===== src/rtl/ring_johnson_counter.sv =====
`default_nettype none
// ============================================================================
//  Module   : ring_johnson_counter
//  Brief    : Parametrised ring / Johnson shift counter with direction, enable,
//             parallel load, illegal-state self-correction and wrap pulse.
//  Revision : 1.0 - initial release
// ============================================================================
module ring_johnson_counter #(
    parameter int DATA_WID = 4
) (
    input  logic                clk,
    input  logic                rst,
    input  logic                en,
    input  logic                mode,
    input  logic                dir,
    input  logic                load,
    input  logic [DATA_WID-1:0] load_val,
    output logic [DATA_WID-1:0] Ring_Count,
    output logic                wrap,
    output logic                err
);

    typedef logic [DATA_WID-1:0] t_cnt;
    typedef logic [DATA_WID-2:0] t_bnd;

    localparam t_cnt c_SEED = t_cnt'(1);
    localparam t_bnd c_BND_ONE = t_bnd'(1);

    logic [DATA_WID-1:0] r_count;
    logic                r_wrap;
    logic                r_err;

    logic [DATA_WID-1:0] w_shift;
    logic [DATA_WID-1:0] w_next;
    logic                w_wrap;
    logic                w_err;

    // Ring: exactly one bit set. Johnson: at most one boundary between
    // adjacent bits, i.e. the adjacent-difference vector is zero or one-hot.
    function automatic logic f_legal(input logic m, input t_cnt v);
        t_bnd d;
        d = v[DATA_WID-2:0] ^ v[DATA_WID-1:1];
        if (m) begin
            return ((d & (d - c_BND_ONE)) == '0);
        end
        return (v != '0) && ((v & (v - c_SEED)) == '0);
    endfunction

    always_comb begin
        w_shift = r_count;
        if (dir) begin
            w_shift = {(mode ? ~r_count[0] : r_count[0]), r_count[DATA_WID-1:1]};
        end else begin
            w_shift = {r_count[DATA_WID-2:0], (mode ? ~r_count[DATA_WID-1] : r_count[DATA_WID-1])};
        end
    end

    always_comb begin
        w_next = r_count;
        w_wrap = 1'b0;
        w_err  = 1'b0;
        if (load) begin
            if (f_legal(mode, load_val)) begin
                w_next = load_val;
            end else begin
                w_next = c_SEED;
                w_err  = 1'b1;
            end
        end else if (en) begin
            // An illegal state is replaced rather than shifted this cycle.
            if (!f_legal(mode, r_count)) begin
                w_next = c_SEED;
                w_err  = 1'b1;
            end else begin
                w_next = w_shift;
                w_wrap = (w_shift == c_SEED);
            end
        end
    end

    always_ff @(posedge clk) begin
        if (rst) begin
            r_count <= c_SEED;
            r_wrap  <= 1'b0;
            r_err   <= 1'b0;
        end else begin
            r_count <= w_next;
            r_wrap  <= w_wrap;
            r_err   <= w_err;
        end
    end

    assign Ring_Count = r_count;
    assign wrap       = r_wrap;
    assign err        = r_err;

endmodule
`default_nettype wire


===== config.mk =====
export PLATFORM = sky130hd
export DESIGN_NAME = ring_johnson_counter
export DESIGN_NICKNAME = d
export VERILOG_FILES = /design/src/rtl/ring_johnson_counter.sv
export SDC_FILE = /design/constraint.sdc
export NUM_CORES = 1
export LEC_CHECK = 0
export ABC_AREA = 1
export CAP_MARGIN = 20
export CORE_MARGIN = 2
export CORE_UTILIZATION = 46
export DETAILED_ROUTE_END_ITERATION = 8
export PLACE_DENSITY = 0.73
export SYNTH_ARGS = -nofsm -noshare
export SYNTH_HDL_FRONTEND = slang
export SYNTH_SLANG_ARGS = --single-unit
export TNS_END_PERCENT = 50

===== constraint.sdc =====
create_clock -name clk -period 1.5 [get_ports clk]
set_input_delay 0.15 -clock clk [delete_from_list [all_inputs] [get_ports clk]]
set_output_delay 0.15 -clock clk [all_outputs]
set_load 0.05 [all_outputs]

**Word level (Yosys, flattened, before mapping)**

Index checks and enable logic that the tools add are counted.

- Register bits after elaboration: 6
- Input bits: 10
- Output and inout bits: 6
- Logic and storage cells: 50

- Add/subtract/negate cells: 4
- Eq/ne operators: 1
- Multiplexer cells: 22
- Bitwise logic cells: 10
- Reductions and logical operators: 10

Operators by type and width:

| operator | number |
|---|---|
| $mux W4 | 5 |
| $mux W1 | 17 |
| $and A4 B4 Y4 | 2 |
| $logic_not A4 Y1 | 2 |
| $reduce_bool A4 Y1 | 2 |
| $sub A4 B1 Y4 const B | 2 |
| $and A3 B3 Y3 | 2 |
| $logic_not A3 Y1 | 2 |
| $sub A3 B1 Y3 const B | 2 |
| $xor A3 B3 Y3 | 2 |
| $eq A4 B1 Y1 const B | 1 |
| $not A1 Y1 | 4 |
| $reduce_or A4 Y1 | 1 |
| $logic_and A1 B1 Y1 | 2 |
| $reduce_bool A2 Y1 | 1 |

**Logic depth before layout (Yosys ltp)**

Gate-level depths: netlist (run 1).

- Depth after elaboration: 11
- Depth in mapped cells: 12
- Depth with buffers taken out: 12

**Least setup slack after synthesis (run 1)**

Ideal clock, no wire load.

- Kind: register to register
- From: register r_count[1] (netlist: Ring_Count[1])
- To: register r_count[0] (netlist: Ring_Count[0])
- Setup time: 115 ps
- Data arrival time: 1,669 ps
- Required time: 1,385 ps
- Path slack: -284 ps
- Stages on the path, launching flop included: 9
- Buffers on the path: 0
- Clock period less this slack: 1,784 ps
- Path through: dfxtp_1 inv_1 ha_1 o21ai_0 nand3_1 nand2_2 nand3_1 nand3_1 nand2_1

- Longest elaborated chain between the ends: 11
- Elaborated cells between the ends (all ways): 17
- Those cells by class: 2 x add/sub; 8 x mux; 3 x bitwise; 4 x reduce/logical

Ends and longest elaborated chain:

| what | line | source |
|---|---|---|
| start, declared | 29 | `logic [DATA_WID-1:0] r_count;` |
| start signal, assigned | 83 | `r_count <= c_SEED;` |
| start signal, assigned | 87 | `r_count <= w_next;` |
| $xor A3 B3 Y3 | 42 | `d = v[DATA_WID-2:0] ^ v[DATA_WID-1:1];` |
| $sub A3 B1 Y3 | 44 | `return ((d & (d - c_BND_ONE)) == '0);` |
| $and A3 B3 Y3 | 44 |  |
| $logic_not A3 Y1 | 44 |  |
| $mux W1 | 43 | `if (m) begin` |
| $mux W1 | 46 | `return (v != '0) && ((v & (v - c_SEED)) == '0);` |
| $mux W1 | 69 | `end else if (en) begin` |
| $mux W1 | 62 | `if (load) begin` |
| $mux W4 (*) | 71 | `if (!f_legal(mode, r_count)) begin` |
| $mux W4 (*) | 69 |  |
| $mux W4 (*) | 62 |  |

Mark *: on every way between the ends. The rest lies on a longest branch, timed or not. The select of a mux whose other input is x is not followed.
A chain may end at the register's enable or synchronous reset.

**Worst setup path in the final report (run 1)**

- From: register r_count[2] (netlist: Ring_Count[2])
- To: register r_count[0] (netlist: Ring_Count[0])

- Longest elaborated chain between the ends: 11
- Elaborated cells between the ends (all ways): 16
- Those cells by class: 2 x add/sub; 7 x mux; 3 x bitwise; 4 x reduce/logical

Ends and longest elaborated chain:

| what | line |
|---|---|
| $xor A3 B3 Y3 | 42 |
| $sub A3 B1 Y3 | 44 |
| $and A3 B3 Y3 | 44 |
| $logic_not A3 Y1 | 44 |
| $mux W1 | 43 |
| $mux W1 (*) | 46 |
| $mux W1 (*) | 69 |
| $mux W1 (*) | 62 |
| $mux W4 (*) | 71 |
| $mux W4 (*) | 69 |
| $mux W4 (*) | 62 |

Marked as above.

==> flow_metrics.tcl, run 1 <==
set metrics [dict create \
    post-route-min-period_ns 1.38 \
    post_layout_instance_area_um2 932 \
    clock-root-buffer "sky130_fd_sc_hd__clkbuf_4" \
    route.detailed.drc 0 \
    ys_ff_latch 6 \
    cts_tree "done" \
    cp_max_fo 5 \
    routed_wl_um 1590 \
    grt_remaining_overflow 0 \
    top_area_cells_in_the_synthesized_netlist "sky130_fd_sc_hd__ha_1, sky130_fd_sc_hd__dfxtp_1, sky130_fd_sc_hd__nand2_1" \
    finalHoldWorstSlack_ns 0.531 \
    clock_tree_skew_after_final_layout_ns 0.00302 \
    report.final.hold_viol_count 0 \
    detail_route.vias_per_cell 4.91 \
    die_area_um2 1710 \
    htreeDepth 1 \
    effective_utilization_at_floorplan_pct 49.2 \
    first_global_vias 581 \
    timing.final.crit_share_pct 92.3 \
    synth.lib_cells_used.distinct 17 \
    place_congestion 0.892 \
    detailed_place_hpwl_um 1270 \
    dieHeight_um 41.3 \
    tightestPinTransition_ns 0.276 \
    clockBufferDepth 2 \
    share_of_the_yosys_chip_area_belonging_to_registers_pct 18.8 \
    design.core.area_um2 1300 \
    post-synth-top-area-fraction_pct 19.5 \
    area.growth.synth_to_final_pct 45.5 \
    synthCells 105 \
    start_kind "flop" \
    hold_start "rst" \
    fp.dieW_um 41.3 \
    number_of_design_rule_violations_left_by_the_first_detailed_router_iteration 27 \
    power.static_leakage_nw 0.472 \
    worst-setup-path-type "flop to flop" \
    detailed_place.area_um2 856 \
    post_route_cells_drive_above_1_share_pct 25.6 \
    worstSkewPairLatency_ns 0.25 \
    cts_made_buffers 3 \
    grt_antenna_before_repair 0 \
    setup_viol 0 \
    path_clk_slew_ns 0.05 \
    status "complete, no violations" \
    groute.usage.overall_pct 21.2 \
    library_cell_with_the_largest_summed_area_after_synthesis "sky130_fd_sc_hd__ha_1" \
    synth_warnings 0 \
    route.vias.total 726 \
    synth.net_count 125 \
    postRouteAntennaNets 0 \
    cp_slowest_cell "sky130_fd_sc_hd__dfxtp_4" \
    drv_cap 0 \
    critical_path_arrival_ns 1.52 \
    cts.sinks 6 \
    nNetsFinal 154 \
    global_route_wire_length_before_repair_um 2370 \
    router_iterations_before_antenna_repair 4 \
    grt_max_degree 7 \
    mappedNetlistArea_um2 641 \
    worst_r2r_startpoint "Ring_Count[2]" \
    power_density_nw_per_um2 701 \
    critical_path.endpoint_type "flop" \
    cpPeakStageDelay_ns 0.36 \
    ir_drop_mv 0.700 \
    startpoint "Ring_Count[2]" \
    report.final.slew_viol_count 0 \
    instances_no_fill 148 \
    path_cells "inv_2 > ha_1 > o21ai_1 > nand3_1 > nand2_2 > nand3_1 > nand3_1 > nand2_1" \
    detail_route.wl_per_cell_um 10.7 \
    row_count 13 \
    worst-endpoint-required_ns 1.64 \
    placement.io_buffers 15 \
    cp_dominant_cell_by_count "sky130_fd_sc_hd__nand3_1" \
    antenna-diode-count 0 \
    hp-class "input pin to flop" \
    max_slew_margin_pct 81.4 \
    syn_avg_cell_area_um2 6.10 \
    max_clock_freq_mhz 723 \
    i_o_pin_count 16 \
    post-place-cells 142 \
]
-- what timing repair did --
action / 4_1_cts / 5_1_grt
buffers inserted: 0 / 2
gates resized for setup: 0 / 8
hold buffers: 0 / 0
endpoints found under the setup margin: 0 / 5
-- metal layers --
layer	global-route usage [%]	vias up	part of all wire, %	wire length [um]
li1	-	386	-	-
met1	29.0	316	48	761
met2	34.8	24	47	740
met3	4.79	0	5.2	83
met4	2.42	0	0	0
met5	0	-	0	0
-- metrics by stage --
stage	worst slack [ns]	power, mW	setup TNS (ns)	utilization [%]
CTS	0.0271	0.631	0	67.8
floorplan	0.0333	0.366	0	-
detailed placement	-0.222	0.463	-1.05	65.8
global route	-0.0138	0.703	-0.0138	71.6
finish	0.116	0.653	0	71.6
global placement	-0.195	0.456	-0.937	65.8
-- cells in the final DEF, fill, tap and decap left out --
cell type / Yosys / layout
sky130_fd_sc_hd__ha_4: 0 / 2
sky130_fd_sc_hd__o21ai_1: 2 / 2
sky130_fd_sc_hd__nand2_2: 2 / 3
sky130_fd_sc_hd__clkdlybuf4s50_1: 0 / 9
sky130_fd_sc_hd__nand4_1: 1 / 1
sky130_fd_sc_hd__dfxtp_1: 6 / 2
sky130_fd_sc_hd__nand3b_1: 3 / 3
sky130_fd_sc_hd__dfxtp_4: 0 / 3
sky130_fd_sc_hd__and2_1: 1 / 1
sky130_fd_sc_hd__nand3_1: 5 / 5
sky130_fd_sc_hd__buf_4: 0 / 16
sky130_fd_sc_hd__xnor2_1: 1 / 1
sky130_fd_sc_hd__o21ai_0: 6 / 5
sky130_fd_sc_hd__ha_1: 10 / 8
sky130_fd_sc_hd__o21ai_2: 0 / 1
sky130_fd_sc_hd__inv_1: 14 / 12
sky130_fd_sc_hd__nor2_1: 13 / 13
sky130_fd_sc_hd__clkbuf_4: 0 / 3
sky130_fd_sc_hd__clkbuf_1: 0 / 1
sky130_fd_sc_hd__a21oi_2: 0 / 1
sky130_fd_sc_hd__a21oi_1: 7 / 6
sky130_fd_sc_hd__dfxtp_2: 0 / 1
sky130_fd_sc_hd__nand2_1: 31 / 30
sky130_fd_sc_hd__nor2_2: 1 / 1
sky130_fd_sc_hd__inv_2: 1 / 3
-- worst max-delay path: cells and delay by family (launching register included) --
kind,cells,cell delay (ns)
and+or+nand+nor,5,0.42
DFF,1,0.36
adders and majority gates,1,0.29
AOI/OAI and AO/OA,1,0.14
buffers and inverters,1,0.06
-- flip-flops by register name, indices dropped and copies added (netlist names) --
signal      count
wrap            1
err             1
Ring_Count      4
-- cells in the mapped netlist (all sizes together) --
cell,number
dfxtp,6
buf,1
nand3b,3
xnor2,1
inv,15
and2,1
nor2,14
nand4,1
a21oi,7
nand2,33
nand3,5
o21ai,8
ha,10
-- area by class of cell --
cell class	instances	area, um2
multi-input combinational	83	488
fill	113	369
timing repair buffer	25	210
sequential	6	133
inverter	15	56.3
clock buffer	4	26.3
tap	15	18.8
-- report_power, final --
| group | total [mW] | switching (mW) | internal [mW] |
|---|---|---|---|
| clock network | 0.166 | 0.0645 | 0.101 |
| registers | 0.183 | 0.0109 | 0.172 |
| logic | 0.304 | 0.176 | 0.128 |
| total | 0.653 | 0.252 | 0.402 |
-- final timing paths --
path,end,slack (ns),cells past startpoint
worst max-delay path,Ring_Count[0],0.12,8
worst min-delay path,err,0.53,2
worst max register to register,Ring_Count[0],0.12,8
worst min register to register,Ring_Count[2],0.59,2
-- kinds of logic (layout without fill, tap and decap cells) --
logic type               Yosys count  after routing  share of synthesized area, %
AND/OR/NAND/NOR                   57             57                          38.1
XOR/XNOR                           1              1                          1.37
flip-flops                         6              6                          18.8
adder cells (fa/ha/maj)           10             10                          19.5
AO/OA/AOI/OAI                     15             15                          11.7
buffers and inverters             16             44                          10.5
(Power assumes the default switching activity.)
==> run 2, diff against run 1 <==
ABC_AREA = unset   (was 1)
CORE_UTILIZATION = 42   (was 46)
PLACE_DENSITY = 0.71   (was 0.73)
SETUP_SLACK_MARGIN = 0.4   (was unset)
clock period = 1.2 ns   (was 1.5 ns; I/O delays follow)
==> run 2 against run 1 <==
Against the previous run: the run now ends with setup timing left; count of clock-buffer cells in the layout stayed put; sequential power is 27% higher; critical path depth is 1 lower; area after synthesis is 1.2% lower; hold slack worse by 0.11 ns; register-to-register slack worse by 0.49 ns; synthesized cell count is 30% lower; non-clock buffer count is 17 higher; utilization is 12 points higher; combinational power is 97% higher; critical path type unchanged; largest power group unchanged.
==> flow_metrics.tcl, run 2 <==
set metrics [dict create \
    status "finished with violations" \
    violations_in_the_final_reports "setup timing" \
    wl_met3_um 129 \
    synth.lib_cells_used.distinct 29 \
    synth_adder_area_share_pct 22.9 \
    met1Wirelength_um 779 \
    placement.io_buffers 15 \
    top_area_cells_in_the_synthesized_netlist "sky130_fd_sc_hd__ha_1, sky130_fd_sc_hd__dfxtp_1, sky130_fd_sc_hd__inv_1" \
    post-place-cells 125 \
    share_of_the_yosys_chip_area_belonging_to_registers_pct 19.0 \
    rsz0062_at_grt "true" \
    hold_start "load_val[3]" \
    max_clock_freq_mhz 634 \
    report.final.hold_viol_count 0 \
    fp.dieW_um 42.8 \
    power_density_nw_per_um2 857 \
    fillCellCount 83 \
    antenna-diode-count 0 \
    synthesized_area_fraction_occupied_by_ao_oa_aoi_and_oai_cells_pct 29.4 \
    detail_route.vias_per_cell 5.62 \
    first_global_vias 726 \
    grt_remaining_overflow 0 \
    effective_utilization_at_floorplan_pct 43.5 \
    clockBufferDepth 2 \
    post_route_cells_drive_above_1_share_pct 53.8 \
    router_iterations_before_antenna_repair 4 \
    tightestPinTransition_ns 0.346 \
    area.growth.synth_to_final_pct 93.1 \
    global_route_wire_length_before_repair_um 3230 \
    cts_hold_bufs 0 \
    clock-root-buffer "sky130_fd_sc_hd__clkbuf_4" \
    power.static_leakage_nw 0.547 \
    library_cell_with_the_largest_summed_area_after_synthesis "sky130_fd_sc_hd__ha_1" \
    synthCells 74 \
    top_signal_layer_used "met4" \
    postRouteAntennaNets 0 \
    row_count 14 \
    htreeDepth 1 \
    max_slew_margin_pct 76.9 \
    multi_input_area_um2 571 \
    synth.net_count 94 \
    async_reset_ff_share_pct 0 \
    route.vias.total 759 \
    place_congestion 0.838 \
    post_synth_mux_area_share_pct 7.31 \
    startpoint "Ring_Count[1]" \
    setup_viol 6 \
    timing.final.crit_share_pct 131 \
    post_layout_instance_area_um2 1220 \
    syn_avg_cell_area_um2 8.56 \
    drv_cap 0 \
    synthXorXnorAreaFrac_pct 2.77 \
    mostFrequentLayoutCell "sky130_fd_sc_hd__buf_4" \
    dieHeight_um 42.8 \
    report.final.slew_viol_count 0 \
    worst-endpoint-required_ns 1.32 \
    cp_max_fo 4 \
    synth_commonest_cells "sky130_fd_sc_hd__ha_1, sky130_fd_sc_hd__inv_1, sky130_fd_sc_hd__o21ai_0" \
    postLayoutSetupSlackWorst_ns -0.377 \
    final_cell_mix "sky130_fd_sc_hd__buf_4, sky130_fd_sc_hd__ha_1, sky130_fd_sc_hd__o21ai_1, sky130_fd_sc_hd__buf_12" \
    synthFlopType "sky130_fd_sc_hd__dfxtp_1" \
    path_clk_slew_ns 0.06 \
    groute.usage.overall_pct 24.1 \
    grt_max_degree 7 \
    worst_r2r_startpoint "Ring_Count[1]" \
    detailed_place.area_um2 1090 \
    ir_drop_mv 0.615 \
    cts.sinks 6 \
    critical_path_arrival_ns 1.70 \
    number_of_design_rule_violations_left_by_the_first_detailed_router_iteration 9 \
    dominant_combinational_cell_family_by_area_after_synthesis "compound AO/OA/AOI/OAI gates" \
    detailed_place_hpwl_um 1510 \
    post-synth-top-area-fraction_pct 19.8 \
    wl_met2_um 1090 \
    hp-class "input pin to flop" \
    final-seq-area_um2 135 \
    critical_path.endpoint_type "flop" \
    worstSkewPairLatency_ns 0.25 \
    ys_ff_latch 6 \
    grt_antenna_before_repair 0 \
    cts_tree "done" \
    yosys.area_share.simple_pct 11.9 \
    detail_route.wl_per_cell_um 15.1 \
    route.detailed.drc 0 \
    nNetsFinal 140 \
    clock_tree_skew_after_final_layout_ns 0.0147 \
    die_area_um2 1830 \
    design.core.area_um2 1450 \
    start_kind "flop" \
    cts_made_buffers 3 \
    post-route-min-period_ns 1.58 \
    mappedNetlistArea_um2 633 \
    routed_wl_um 2040 \
    flip_flop_count_of_the_largest_register_all_copies_and_words_added 4 \
    synth_warnings 0 \
    worst-setup-path-type "flop to flop" \
    synth_enable_flop_cells 0 \
    instances_no_fill 135 \
    i_o_pin_count 16 \
]
## run 2: logic make-up (layout without fill, tap and decap cells)
logic type | after synthesis | in the layout
AOI/OAI and AO/OA | 27 | 27
buffers and inverters | 11 | 56
xor gates and xnor gates | 2 | 2
muxes | 4 | 4
adders and majority gates | 12 | 12
DFF | 6 | 6
and+or+nand+nor | 12 | 12
## run 2: power by group
| group | leakage [nW] | internal [mW] | switching, mW |
|---|---|---|---|
| sequential | 0.0514 | 0.215 | 0.0178 |
| combinational | 0.480 | 0.319 | 0.279 |
| clock | 0.0150 | 0.127 | 0.0894 |
| total | 0.547 | 0.661 | 0.386 |
## run 2: layout make-up
cell class	instances	share of cell area [%]
inverters	10	3.89
flip-flops and latches	6	11.1
multi-input cells	57	46.7
clock buffers	4	2.15
repair buffers	42	34.6
well taps	16	1.64
## run 2: critical path, stage by stage (launching register included)
cell and delay (ns):
sky130_fd_sc_hd__dfxtp_4 0.36, sky130_fd_sc_hd__inv_6 0.07, sky130_fd_sc_hd__ha_4 0.13, sky130_fd_sc_hd__mux2i_2 0.24, sky130_fd_sc_hd__o211ai_1 0.15, sky130_fd_sc_hd__buf_4 0.17, sky130_fd_sc_hd__a211oi_2 0.23, sky130_fd_sc_hd__o31ai_1 0.09
## run 2: final timing paths
path              endpoint  slack [ns]  cells past startpoint
max          Ring_Count[0]       -0.38                      7
max reg2reg  Ring_Count[0]       -0.38                      7
min reg2reg  Ring_Count[0]        0.65                      3
min          Ring_Count[3]        0.42                      4
## run 2: repair_timing
item | in CTS | in global routing
pin swaps | 17 | 7
setup buffers | 3 | 3
endpoints found under the setup margin | 12 | 12
resized for setup | 25 | 6
## run 2: routing by layer
metal  up-vias  global-route usage, %
met5         -                      0
met4         0                   13.8
met3         8                   3.40
met2        33                   44.8
met1       354                   25.3
li1        364                      -
## run 2: metrics by stage
step / util [%] / hold slack, ns / worst slack [ns] / power [mW] / TNS (ns)
floorplan: - / 0.189 / -0.369 / 0.491 / -2.00
global placement: 74.8 / 0.567 / -0.701 / 0.710 / -3.58
detailed placement: 74.8 / 0.571 / -0.741 / 0.729 / -3.88
CTS: 81.1 / 0.435 / -0.335 / 0.987 / -1.68
global route: 84.1 / 0.456 / -0.446 / 1.10 / -2.29
finish: 84.1 / 0.423 / -0.377 / 1.05 / -1.93
==> run 3, diff against run 2 <==
--- a/config.mk
+++ b/config.mk
@@ -7,3 +7,2 @@
 export LEC_CHECK = 0
-export CAP_MARGIN = 20
 export CORE_MARGIN = 2
==> constraint.sdc (replaced) <==
create_clock -name clk -period 1.2 [get_ports clk]
set_input_delay 0.3 -clock clk [delete_from_list [all_inputs] [get_ports clk]]
set_output_delay 0.3 -clock clk [all_outputs]
set_load 0.05 [all_outputs]
==> run 3 against run 2 <==
Against the previous run: the flow still finishes with violations (setup timing); design area fell by 2.6%; hold slack better by 0.026 ns; clock skew decreased by 0.011 ns; combinational power fell by 6.2%; critical path depth shrank 1; power fell by 3.4%; via count shrank 2.9%; register-to-register slack is essentially flat; fmax decreased by 0.35%; global-route usage is 0.61 points higher; flip-flop and latch count stayed put; routed wire length shrank 4.5%; critical endpoint unchanged.
==> flow_metrics.tcl, run 3 (synthesis gave the netlist of run 2 again) <==
set metrics [dict create \
    status "finished with violations" \
    violations_in_the_final_reports "setup timing" \
    clock_tree_skew_after_final_layout_ns 0.00407 \
    critPathTopFamily "adder cells" \
    critical_path.endpoint_type "flop" \
    min_path_cells 3 \
    clock-root-buffer "sky130_fd_sc_hd__clkbuf_4" \
    worst_r2r_startpoint "Ring_Count[1]" \
    row_count 14 \
    placement.io_buffers 15 \
    cts.sinks 6 \
    clockBufferDepth 2 \
    hold_path_end "Ring_Count[1]" \
    worstSkewPairLatency_ns 0.26 \
    cts_made_buffers 3 \
    effective_utilization_at_floorplan_pct 43.5 \
    postLayoutSetupSlackWorst_ns -0.383 \
    start_kind "flop" \
    design.core.area_um2 1450 \
    cp_slowest_cell "sky130_fd_sc_hd__dfxtp_4" \
    die_area_um2 1830 \
    setup_viol 7 \
    routed_wl_um 1950 \
    number_of_design_rule_violations_left_by_the_first_detailed_router_iteration 14 \
    grt_max_degree 7 \
    global_route_wire_length_before_repair_um 3400 \
    router_iterations_before_antenna_repair 4 \
    critical_path_arrival_ns 1.73 \
    tightestPinTransition_ns 0.362 \
    route.vias.total 737 \
    worst-endpoint-required_ns 1.34 \
    hold_start "load_val[1]" \
    first_global_vias 755 \
    rsz0062_at_grt "true" \
    path_cells "inv_6 > ha_4 > maj3_2 > nand2b_4 > a211oi_2 > o31ai_1" \
    i_o_pin_count 16 \
    power_frac_seq_pct 22.9 \
    max_clock_freq_mhz 632 \
    detail_route.wl_per_cell_um 14.9 \
    area.growth.synth_to_final_pct 88.1 \
    final_cell_mix "sky130_fd_sc_hd__buf_4, sky130_fd_sc_hd__o21ai_1, sky130_fd_sc_hd__buf_12" \
    path_buf_inv 1 \
    antenna-diode-count 0 \
    timing.final.crit_share_pct 132 \
    groute.usage.overall_pct 24.8 \
    detailed_place_hpwl_um 1460 \
    p_sw_uw 373 \
    power.static_leakage_nw 0.513 \
    totalNegativeSetupSlack_ns -2.13 \
    dpl_worst_slack_ns -0.964 \
    place_congestion 0.854 \
    power.share.clock_pct 21.7 \
    r2r_slack_ns -0.38 \
    grt_antenna_before_repair 0 \
    postRouteAntennaNets 0 \
    swShare_pct 36.9 \
    ir_drop_mv 0.511 \
    cpPeakStageDelay_ns 0.37 \
    ff2ff_path_depth 6 \
    cp_max_fo 4 \
    flip_flop_count_of_the_largest_register_all_copies_and_words_added 4 \
    worst-setup-path-type "flop to flop" \
    drv_cap 0 \
    power_density_nw_per_um2 849 \
    nNetsFinal 136 \
    report.final.hold_viol_count 0 \
    power_report.internal_total_uw 638 \
    fp.dieW_um 42.8 \
    power_frac_comb_pct 55.4 \
    mostFrequentLayoutCell "sky130_fd_sc_hd__buf_4" \
    grt_remaining_overflow 0 \
    report.final.slew_viol_count 0 \
    route.detailed.drc 0 \
    cts_tree "done" \
    rr_endpoint "Ring_Count[0]" \
    path_clk_slew_ns 0.05 \
    post_route_cells_drive_above_1_share_pct 55.7 \
    htreeDepth 1 \
    post-route-min-period_ns 1.58 \
    max_slew_margin_pct 75.8 \
    detail_route.vias_per_cell 5.63 \
    hp-class "input pin to flop" \
    dieHeight_um 42.8 \
]
run 3: layout make-up:
| type | instances | area, um2 |
|---|---|---|
| clock buffer | 4 | 26.3 |
| multi-input combinational | 57 | 566 |
| timing repair buffer | 38 | 398 |
| sequential | 6 | 136 |
| tap | 16 | 20.0 |
| inverter | 10 | 45.0 |
| fill | 93 | 263 |
run 3: power groups by stage:
stage          registers [mW]  clock network, mW  logic (mW)
2_1_floorplan           0.292                  0       0.200
3_3_place_gp            0.231                  0       0.472
3_5_place_dp            0.232                  0       0.485
4_1_cts                 0.231              0.222       0.538
5_1_grt                 0.233              0.230       0.605
6_report                0.231              0.219       0.561
run 3: worst min-delay path, stage by stage:
cell and delay [ns]:
sky130_fd_sc_hd__clkdlybuf4s15_2 0.20, sky130_fd_sc_hd__o21ai_1 0.08, sky130_fd_sc_hd__a31oi_1 0.09
run 3: repair_timing:
item                       in CTS  in global routing
pin swaps                      11                  5
hold buffers                    0                  0
resized for setup              27                  8
setup buffers                   3                  1
hold endpoints to repair        0                  0
setup endpoints to repair      12                 12
run 3: stage by stage:
step / utilization (%) / hold WS [ns] / instances / total power [mW] / area [um2]
2_1_floorplan: - / 0.369 / 74 / 0.491 / 704
4_1_cts: 80.2 / 0.465 / 130 / 0.990 / 1170
5_1_grt: 81.9 / 0.465 / 131 / 1.07 / 1190
3_3_place_gp: 73.8 / 0.617 / 123 / 0.703 / 1070
3_5_place_dp: 73.8 / 0.628 / 123 / 0.717 / 1070
6_report: 81.9 / 0.449 / 131 / 1.01 / 1190
run 3: metal layers:
metal / up-vias / global-route usage, % / part of all wire (%)
li1: 352 / - / -
met4: 0 / 11.3 / 3.3
met5: - / 0 / 0
met1: 343 / 29.4 / 41
met3: 10 / 4.68 / 4.5
met2: 32 / 42.4 / 52
run 3: worst max-delay path by stage:
stage          cells after the start  slack (ns)       endpoint          start
6_report                           6       -0.38  Ring_Count[0]  Ring_Count[1]
5_1_grt                            6       -0.43  Ring_Count[0]  Ring_Count[1]
4_1_cts                            6       -0.37  Ring_Count[0]  Ring_Count[1]
3_5_place_dp                       7       -0.96  Ring_Count[2]    load_val[1]
3_3_place_gp                       7       -0.92  Ring_Count[1]    load_val[1]
2_1_floorplan                      6       -0.37  Ring_Count[0]  Ring_Count[1]
